`config.mk`:
```
export PLATFORM = sky130hd
export DESIGN_NAME = axi_arbiter
export DESIGN_NICKNAME = d
export VERILOG_FILES = /design/src/rtl/axi_arbiter.sv
export SDC_FILE = /design/constraint.sdc
export NUM_CORES = 1
export LEC_CHECK = 0
export ABC_AREA = 1
export CAP_MARGIN = 20
export CORE_AREA = 2 2 172 174
export CTS_BUF_LIST = sky130_fd_sc_hd__clkbuf_8
export DETAILED_ROUTE_END_ITERATION = 8
export DIE_AREA = 0 0 174 176
export GPL_TIMING_DRIVEN = 0
export HOLD_SLACK_MARGIN = 0.02
export SLEW_MARGIN = 20
export SYNTH_ARGS = -nofsm -noshare
export SYNTH_HDL_FRONTEND = slang
export SYNTH_SLANG_ARGS = --single-unit
```
`constraint.sdc`:
```
create_clock -name clk -period 1.6 [get_ports clk]
set_input_delay 0.32 -clock clk [delete_from_list [all_inputs] [get_ports clk]]
set_output_delay 0.32 -clock clk [all_outputs]
set_load 0.01 [all_outputs]
```
`src/rtl/axi_arbiter.sv`:
```
// Two-master to one-slave AXI4-Lite arbiter: m0 is read-only fetch, m1 is load/store.
// One transaction outstanding; the owner is wired straight through until its response handshake.
module axi_arbiter (
  input  logic        clk,
  input  logic        rst,

  input  logic [31:0] m0_araddr,
  input  logic        m0_arvalid,
  output logic        m0_arready,
  output logic [31:0] m0_rdata,
  output logic [1:0]  m0_rresp,
  output logic        m0_rvalid,
  input  logic        m0_rready,
  input  logic [31:0] m0_awaddr,
  input  logic        m0_awvalid,
  output logic        m0_awready,
  input  logic [31:0] m0_wdata,
  input  logic [3:0]  m0_wstrb,
  input  logic        m0_wvalid,
  output logic        m0_wready,
  output logic [1:0]  m0_bresp,
  output logic        m0_bvalid,
  input  logic        m0_bready,

  input  logic [31:0] m1_araddr,
  input  logic        m1_arvalid,
  output logic        m1_arready,
  output logic [31:0] m1_rdata,
  output logic [1:0]  m1_rresp,
  output logic        m1_rvalid,
  input  logic        m1_rready,
  input  logic [31:0] m1_awaddr,
  input  logic        m1_awvalid,
  output logic        m1_awready,
  input  logic [31:0] m1_wdata,
  input  logic [3:0]  m1_wstrb,
  input  logic        m1_wvalid,
  output logic        m1_wready,
  output logic [1:0]  m1_bresp,
  output logic        m1_bvalid,
  input  logic        m1_bready,

  output logic [31:0] s_araddr,
  output logic        s_arvalid,
  input  logic        s_arready,
  input  logic [31:0] s_rdata,
  input  logic [1:0]  s_rresp,
  input  logic        s_rvalid,
  output logic        s_rready,
  output logic [31:0] s_awaddr,
  output logic        s_awvalid,
  input  logic        s_awready,
  output logic [31:0] s_wdata,
  output logic [3:0]  s_wstrb,
  output logic        s_wvalid,
  input  logic        s_wready,
  input  logic [1:0]  s_bresp,
  input  logic        s_bvalid,
  output logic        s_bready
);

  typedef enum logic [1:0] {
    IDLE  = 2'd0,
    M0_RD = 2'd1,
    M1_RD = 2'd2,
    M1_WR = 2'd3
  } state_t;

  state_t r_state;
  state_t w_stateNext;

  // m0 has no write path, so its write-side inputs are deliberately sunk here.
  logic w_unusedM0Wr;
  assign w_unusedM0Wr = &{1'b0, m0_awaddr, m0_awvalid, m0_wdata, m0_wstrb, m0_wvalid, m0_bready};

  always_ff @(posedge clk or posedge rst) begin
    if (rst) begin
      r_state <= IDLE;
    end else begin
      r_state <= w_stateNext;
    end
  end

  always_comb begin
    w_stateNext = r_state;
    case (r_state)
      IDLE: begin
        if (m1_arvalid) begin
          w_stateNext = M1_RD;
        end else if (m1_awvalid || m1_wvalid) begin
          w_stateNext = M1_WR;
        end else if (m0_arvalid) begin
          w_stateNext = M0_RD;
        end
      end
      M0_RD, M1_RD: begin
        if (s_rvalid && s_rready) begin
          w_stateNext = IDLE;
        end
      end
      M1_WR: begin
        if (s_bvalid && s_bready) begin
          w_stateNext = IDLE;
        end
      end
      default: w_stateNext = IDLE;
    endcase
  end

  // Everything not belonging to the owner's active channels is held at zero.
  always_comb begin
    m0_arready = 1'b0;
    m0_rdata   = 32'h0;
    m0_rresp   = 2'b00;
    m0_rvalid  = 1'b0;
    m0_awready = 1'b0;
    m0_wready  = 1'b0;
    m0_bresp   = 2'b00;
    m0_bvalid  = 1'b0;
    m1_arready = 1'b0;
    m1_rdata   = 32'h0;
    m1_rresp   = 2'b00;
    m1_rvalid  = 1'b0;
    m1_awready = 1'b0;
    m1_wready  = 1'b0;
    m1_bresp   = 2'b00;
    m1_bvalid  = 1'b0;
    s_araddr   = 32'h0;
    s_arvalid  = 1'b0;
    s_rready   = 1'b0;
    s_awaddr   = 32'h0;
    s_awvalid  = 1'b0;
    s_wdata    = 32'h0;
    s_wstrb    = 4'h0;
    s_wvalid   = 1'b0;
    s_bready   = 1'b0;
    case (r_state)
      M0_RD: begin
        s_araddr   = m0_araddr;
        s_arvalid  = m0_arvalid;
        m0_arready = s_arready;
        m0_rdata   = s_rdata;
        m0_rresp   = s_rresp;
        m0_rvalid  = s_rvalid;
        s_rready   = m0_rready;
      end
      M1_RD: begin
        s_araddr   = m1_araddr;
        s_arvalid  = m1_arvalid;
        m1_arready = s_arready;
        m1_rdata   = s_rdata;
        m1_rresp   = s_rresp;
        m1_rvalid  = s_rvalid;
        s_rready   = m1_rready;
      end
      M1_WR: begin
        s_awaddr   = m1_awaddr;
        s_awvalid  = m1_awvalid;
        m1_awready = s_awready;
        s_wdata    = m1_wdata;
        s_wstrb    = m1_wstrb;
        s_wvalid   = m1_wvalid;
        m1_wready  = s_wready;
        m1_bresp   = s_bresp;
        m1_bvalid  = s_bvalid;
        s_bready   = m1_bready;
      end
      default: ;
    endcase
  end

endmodule

```
==> impl_metrics.yaml, run 1 <==
finish:
  largest-register: "r_state"
  drive_gt1_share_pct: 61.07
  final_cell_mix: "clkdlybuf4s50_1, buf_6, inv_2"
  fill_cells: 3023
  final_common_cell: "clkdlybuf4s50_1"
  reg_top3: "r_state x2"
  final_area_um2: 7966
  final_nets: 1154
  n_antenna_cell: 0
  area_delta_synth_final_pct: 302.0
  largest_reg_flops: 2
synthesis:
  yosysSeqAreaShare_pct: 2.525
  ys_seq_elements: 2
  yosysTopAreaCellShare_pct: 42.42
  netlist_instances: 462
  synthTopCellsByArea: "nand2_1, inv_1, a21oi_1, buf_4, buf_2"
  syn-cell-area_um2: 1982
  synth_top_area_cell: "nand2_1"
  syn_avg_cell_area_um2: 4.290
  ys_types: 16
  yosysWarnings: 0
run:
  maxCapViolCount: 0
global_route:
  grt_pass1_vias: 4403
  antenna_found_initial: 0
  grt_overflow: 0
  grt_pass1_wl_um: 23770
  grt_max_degree: 11
  track_usage_pct: 9.892
place:
  place_ws_ns: -0.7911
  dpl-instance-area_um2: 6111
  gp_congestion: 0.8028
  io_buffers: 363
  dp_hpwl_um: 12610
routing:
  wl_per_cell_um: 13.86
  drc: 0
  firstDrtPassIters: 4
  routed_via_density: 3.404
  detail-route-antenna-nets: 0
  totalWireLength_um: 17720
  drt_iter0_drc: 61
  vias: 4350
setup_path:
  worstSetupStartpoint: "r_state[1]"
  crit_path_end: "s_araddr[2]"
  cpMaxStageDelayCell: "dfrtp_2"
  criticalPathCategory: "reg -> out"
  cp.required_ns: 1.28
  worst-path-max-fanout: 7
  regToRegEndpoint: "r_state[0]"
  cpPeakStageDelay_ns: 0.46
  r2r_slack_ns: -0.04
  r2r_start: "r_state[0]"
  start_kind: "flop"
  worst_ep_arrival_time_ns: 1.68
  end_kind: "output pin"
  worstPathCellList: "inv_4, ha_4, buf_12, buf_8, buf_6, nand2_2, a21oi_2, buf_2"
  reg2regPathDepth: 12
die:
  die_area_um2: 30620
  ioPinCount: 440
  die_h_um: 176
  rows: 62
  core-area_um2: 28550
  die_w_um: 174
  initial_core_util_pct: 6.942
clock_tree:
  clk_pin_slew_worst_paths_ns: 0.03
  ctsHtreeMaxLevel: 1
  cts.sink_count: 2
  cts_tree: "done"
  root_buffer: "clkbuf_8"
  cts_buffers: 3
  clk_latency_ns: 0.21
  cts_buffer_depth: 2
timing:
  setup_viol: 184
  fmax_mhz: 500.9
  rsz0062_at_grt: "true"
  fin_skew_ns: 0.0007070
  period_share_pct: 124.8
  finalHoldViolCount: 0
  final.setup.tns_ns: -42.97
  fin_ws_ns: -0.3963
  drv_slew: 0
  min_period_ns: 1.996
power:
  peakVddDrop_uv: 1072
  power.density_nw_per_um2: 1071
  p_leak_nw: 4.776
min_path:
  hold_class: "in -> async"
run_status:
  status: "complete, but fails checks"
  violations: "negative setup slack"
==> timing repair <==
action / in CTS / in global routing
setup buffers: 43 / 12
setup endpoints to repair: 182 / 184
gates resized for setup: 974 / 347
cloned: 15 / 3
pin swaps: 17 / 29
hold buffers: 0 / 0
==> worst min path at each step <==
stage,from,endpoint,slack [ns],depth (start not counted)
CTS,rst,r_state[0],0.29,2
detailed placement,rst,r_state[0],0.52,2
global route,rst,r_state[0],0.31,2
global placement,rst,r_state[0],0.52,2
finish,rst,r_state[0],0.28,2
floorplan,rst,r_state[0],0.06,1
==> logic make-up after synthesis <==
family,share of synthesized area [%]
AOI/OAI and AO/OA,8.838
other,0.1892
adders and majority gates,3.157
and+or+nand+nor,44.63
DFF,2.525
buffers and inverters,40.66
==> stage by stage <==
stage	utilization [%]	power, mW	hold WS, ns	std cells
after floorplan	-	2.382	0.06118	466
after global placement	21.41	5.362	0.5161	1213
after detailed placement	21.41	5.375	0.5153	1213
after CTS	24.21	7.430	0.2940	1274
after global routing	27.91	9.104	0.3114	1278
final	27.91	8.532	0.2845	1278
==> cells in the mapped netlist <==
master      n
nand2_1   224
nand3_1     2
dfrtp_1     2
buf_4      11
clkbuf_1    2
nor2_1      3
buf_2      14
inv_1     153
nand2_2     1
a21oi_1    35
inv_2       1
nand3_2     1
ha_1        5
conb_1      1
nand4_1     1
buf_6       6
==> report_power, final <==
part / leakage (nW) / internal (mW) / switching [mW]
registers: 0.0228 / 0.0790 / 0.0603
logic: 4.73 / 4.30 / 3.90
clock network: 0.0216 / 0.159 / 0.0402
total: 4.78 / 4.53 / 4.00
==> layout make-up <==
cell class	count	area [um^2]	share of cell area (%)
timing repair buffer	431	4323	54.26
clock buffer	3	41.29	0.5183
inverter	154	598.1	7.507
sequential	2	52.55	0.6597
multi-input combinational	277	2078	26.09
buffer	27	392.9	4.932
tap	384	480.5	6.031
==> routing by layer <==
| metal | wire (um) | GRT usage (%) | part of all wire (%) |
|---|---|---|---|
| met1 | 5835 | 9.574 | 33 |
| met2 | 10060 | 20.58 | 57 |
| met3 | 1356 | 2.024 | 7.7 |
| met4 | 466 | 3.151 | 2.6 |
| met5 | 0 | 0 | 0 |
==> worst max-delay path, delay by kind of cell, from the launching register on <==
kind	cells	cell delay (ns)
buffers and inverters	5	0.64
flip-flops	1	0.46
AO/OA/AOI/OAI	1	0.17
adder cells (fa/ha/maj)	1	0.14
AND/OR/NAND/NOR	1	0.06
(Power assumes the default switching activity.)
==> run 2: changes to the inputs <==
--- a/config.mk
+++ b/config.mk
@@ -13,6 +13,7 @@
 export DIE_AREA = 0 0 174 176
 export GPL_TIMING_DRIVEN = 0
 export HOLD_SLACK_MARGIN = 0.02
+export REMOVE_ABC_BUFFERS = 1
 export SLEW_MARGIN = 20
 export SYNTH_ARGS = -nofsm -noshare
 export SYNTH_HDL_FRONTEND = slang
==> impl_metrics.yaml, run 2 (same netlist as run 1, synthesis figures left out) <==
clock_tree:
  cts_buffers: 3
  clk_pin_slew_worst_paths_ns: 0.03
  root_buffer: "clkbuf_8"
  cts.sink_count: 2
  ctsHoldBuffers: 0
  cts_tree: "done"
  cts_buffer_depth: 2
  ctsHtreeMaxLevel: 1
  clk_latency_ns: 0.23
routing:
  wl_per_cell_um: 16.68
  totalWireLength_um: 20880
  vias: 4403
  detail-route-antenna-nets: 0
  drc: 0
  firstDrtPassIters: 4
  routed_via_density: 3.517
  drt_iter0_drc: 63
die:
  die_area_um2: 30620
  die_h_um: 176
  rows: 62
  core-area_um2: 28550
  ioPinCount: 440
  initial_core_util_pct: 6.942
  die_w_um: 174
timing:
  drv_slew: 0
  finalHoldViolCount: 0
  min_period_ns: 1.948
  fin_ws_ns: -0.3480
  period_share_pct: 121.8
  rsz0062_at_grt: "true"
  fmax_mhz: 513.3
  fin_skew_ns: 0.007831
  setup_viol: 184
  holdWs_ns: 0.2444
finish:
  largest-register: "r_state"
  final_nets: 1128
  layout.cells.non_filler: 1252
  largest_reg_flops: 2
  area_delta_synth_final_pct: 306.7
  final_common_cell: "clkdlybuf4s50_1"
  reg_top3: "r_state x2"
  drive_gt1_share_pct: 65.44
  final_cell_mix: "clkdlybuf4s50_1, buf_6, nand2_4"
  n_antenna_cell: 0
place:
  place_ws_ns: -1.089
  gp_congestion: 0.7150
  dp_hpwl_um: 12150
  io_buffers: 363
  place_inst: 1183
power:
  p_sw_mw: 4.579
  clockPowerShare_pct: 2.3
  seqPwrFrac_pct: 1.3
  p_int_mw: 4.602
  power.density_nw_per_um2: 1139
  p_leak_nw: 4.819
  switching_share_pct: 49.87
  comb_power_share_pct: 96.4
  peakVddDrop_uv: 772.1
min_path:
  hold_class: "in -> async"
global_route:
  grt_max_degree: 35
  grt_pass1_vias: 4489
  grt_pass1_wl_um: 27820
  track_usage_pct: 12.23
  grt_overflow: 0
  antenna_found_initial: 1
run_status:
  status: "complete, but fails checks"
  violations: "negative setup slack"
run:
  maxCapViolCount: 0
setup_path:
  criticalPathCategory: "reg -> out"
  worst_ep_arrival_time_ns: 1.63
  end_kind: "output pin"
  worst-path-max-fanout: 5
  start_kind: "flop"
  cp.required_ns: 1.28
-- run 2: changes by cell type in the layout (fill, tap and decap cells not counted), sizes merged --
cell    delta
clkinv     -2
bufbuf     -1
buf       -24
inv        +2
clkbuf     -1
-- run 2: cell type report --
class / count / area (um^2)
multi-input combinational: 277 / 2288
fill: 3062 / 20490
timing repair buffer: 432 / 4604
inverter: 154 / 593.1
clock buffer: 3 / 41.29
tap: 384 / 480.5
sequential: 2 / 52.55
-- run 2: power by group through the flow --
| stage | Clock [mW] | Combinational [mW] | Sequential [mW] |
|---|---|---|---|
| 2_1_floorplan | 0 | 2.05 | 0.0930 |
| 5_1_grt | 0.219 | 9.39 | 0.122 |
| 6_report | 0.215 | 8.85 | 0.118 |
| 3_5_place_dp | 0 | 5.15 | 0.121 |
| 4_1_cts | 0.207 | 7.56 | 0.116 |
| 3_3_place_gp | 0 | 4.75 | 0.0989 |
-- run 2: final timing paths --
check	from	slack, ns	cells past startpoint	end
worst max-delay path	r_state[1]	-0.35	8	m1_rresp[0]
worst min-delay path	rst	0.24	2	r_state[1]
worst max register to register	r_state[1]	-0.03	9	r_state[1]
worst min register to register	r_state[1]	0.57	2	r_state[1]
max in group asynchronous	rst	1.23	2	r_state[0]
min in group clk	r_state[1]	0.57	2	r_state[1]
-- run 2: repair_timing --
item / 4_1_cts / 5_1_grt
resized for setup: 963 / 393
endpoints found under the setup margin: 184 / 184
pin swaps: 13 / 39
setup buffers: 44 / 14
endpoints found under the hold margin: 0 / 0
cloned: 20 / 2
-- run 2: layer usage --
metal,track usage [%],up-vias,part of all wire (%)
met4,3.992,2,2.5
met5,0,-,0.062
met3,3.144,26,8.3
met2,23.75,272,53
met1,12.73,2037,36
li1,-,2066,-
-- run 2: worst max-delay path, cell delays in order, from the launching register on --
cell and delay [ns]:
dfrtp_2 0.44, buf_12 0.14, ha_4 0.19, buf_12 0.15, buf_16 0.14, buf_6 0.11, nand2_2 0.06, inv_2 0.04
buf_6 0.11
-- run 2: through the flow --
step	cell area [um^2]	util, %	setup TNS [ns]	total power [mW]
after floorplan	1769	-	-131.03	2.140
after global placement	5883	20.61	-397.79	4.847
after detailed placement	5981	20.95	-117.38	5.272
after CTS	6898	24.16	-46.48	7.885
after global routing	8060	28.23	-51.43	9.735
final	8060	28.23	-44.24	9.181
==> run 3: changes to the inputs <==
--- a/config.mk
+++ b/config.mk
@@ -14,7 +14,6 @@
 export GPL_TIMING_DRIVEN = 0
 export HOLD_SLACK_MARGIN = 0.02
 export REMOVE_ABC_BUFFERS = 1
-export SLEW_MARGIN = 20
 export SYNTH_ARGS = -nofsm -noshare
 export SYNTH_HDL_FRONTEND = slang
 export SYNTH_SLANG_ARGS = --single-unit
==> impl_metrics.yaml, run 3 (same netlist as run 1, synthesis figures left out) <==
finish:
  layout.cells.non_filler: 1275
  reg_top3: "r_state x2"
  final_nets: 1151
  largest_reg_flops: 2
  n_antenna_cell: 0
  final_util_pct: 30.48
  fill_cells: 2975
  drive_gt1_share_pct: 69.58
  final_common_cell: "clkdlybuf4s50_1"
  largest-register: "r_state"
  area_delta_synth_final_pct: 339.0
  final_cell_mix: "clkdlybuf4s50_1, buf_6, nand2_4"
power:
  peakVddDrop_uv: 651.0
  power.density_nw_per_um2: 1265
  p_leak_nw: 5.128
timing:
  min_period_ns: 2.011
  fin_ws_ns: -0.4109
  holdWs_ns: 0.2632
  fmax_mhz: 497.3
  drv_slew: 0
  final.setup.tns_ns: -51.83
  fin_skew_ns: 0.0004411
  setup_viol: 184
  finalHoldViolCount: 0
  period_share_pct: 125.7
  rsz0062_at_grt: "true"
clock_tree:
  clk_latency_ns: 0.21
  clk_pin_slew_worst_paths_ns: 0.03
  cts_tree: "done"
  cts.sink_count: 2
  cts_buffers: 3
  root_buffer: "clkbuf_8"
  ctsHtreeMaxLevel: 1
  cts_buffer_depth: 2
global_route:
  grt_overflow: 0
  antenna_found_initial: 1
  grt_max_degree: 35
  grt_pass1_wl_um: 28500
  track_usage_pct: 12.63
  grt_pass1_vias: 4530
die:
  die_area_um2: 30620
  die_w_um: 174
  rows: 62
  initial_core_util_pct: 6.942
  die_h_um: 176
  core-area_um2: 28550
  ioPinCount: 440
place:
  place_ws_ns: -1.102
  place_inst: 1181
  io_buffers: 363
  dp_hpwl_um: 11740
  gp_congestion: 0.7150
routing:
  routed_via_density: 3.507
  totalWireLength_um: 22800
  drt_iter0_drc: 69
  firstDrtPassIters: 4
  detail-route-antenna-nets: 0
  wl_per_cell_um: 17.88
  vias: 4471
  drc: 0
setup_path:
  worst-path-max-fanout: 8
  worst_ep_arrival_time_ns: 1.69
  end_kind: "output pin"
  start_kind: "flop"
  criticalPathCategory: "reg -> out"
  cp.required_ns: 1.28
run_status:
  status: "complete, but fails checks"
  violations: "negative setup slack"
min_path:
  hold_class: "in -> async"
run:
  maxCapViolCount: 0
## run 3: cell count changes in the layout (fill, tap and decap cells not counted), sizes merged
cell	delta
clkbuf	-1
buf	+21
inv	+2
clkinv	+1
## run 3: path summary, 6_finish.rpt
| kind | from | end | slack, ns | cells past startpoint |
|---|---|---|---|---|
| min reg2reg | r_state[0] | r_state[0] | 0.57 | 2 |
| max in group asynchronous | rst | r_state[0] | 1.21 | 2 |
| min in group clk | r_state[0] | r_state[0] | 0.57 | 2 |
| max reg2reg | r_state[1] | r_state[0] | -0.05 | 11 |
| min | rst | r_state[1] | 0.26 | 2 |
| max | r_state[0] | s_araddr[23] | -0.41 | 8 |
## run 3: repair_timing
item / 4_1_cts / 5_1_grt
endpoints found under the setup margin: 184 / 184
hold buffers: 0 / 0
pin swaps: 48 / 29
setup buffers: 58 / 17
cloned: 17 / 7
resized for setup: 1015 / 412
## run 3: final cells by class
type / count / area, um^2 / share of cell area, %
Sequential cell: 2 / 52.55 / 0.6040
Timing Repair Buffer: 452 / 5030 / 57.81
Inverter: 154 / 611.8 / 7.032
Clock buffer: 3 / 41.29 / 0.4745
Tap cell: 384 / 480.5 / 5.522
Multi-Input combinational cell: 277 / 2451 / 28.17
Timing Repair inverter: 3 / 33.78 / 0.3883
## run 3: worst max-delay path, stage by stage, from the launching register on
cell and delay (ns):
dfrtp_2 0.44, buf_12 0.14, ha_4 0.17, buf_12 0.15, buf_16 0.14, buf_16 0.16, nand2_2 0.07, a21oi_2 0.05
buf_2 0.14
## run 3: stage by stage
step           instance area (um^2)  power, mW
6_report                       8701      11.01
5_1_grt                        8701      11.68
4_1_cts                        7243      8.973
3_5_place_dp                   5931      5.177
3_3_place_gp                   5883      4.847
2_1_floorplan                  1769      2.140
## run 3: routing by layer
layer	up-vias	wire (um)	GRT usage [%]
li1	2118	-	-
met1	2047	8368	13.76
met2	276	11990	24.39
met3	28	1891	3.596
met4	2	537	2.276
met5	-	18	0
## run 3: where the power goes
| part | switching (mW) | internal [mW] |
|---|---|---|
| sequential | 0.0432 | 0.0789 |
| clock | 0.0443 | 0.160 |
| combinational | 5.30 | 5.38 |
| total | 5.39 | 5.62 |
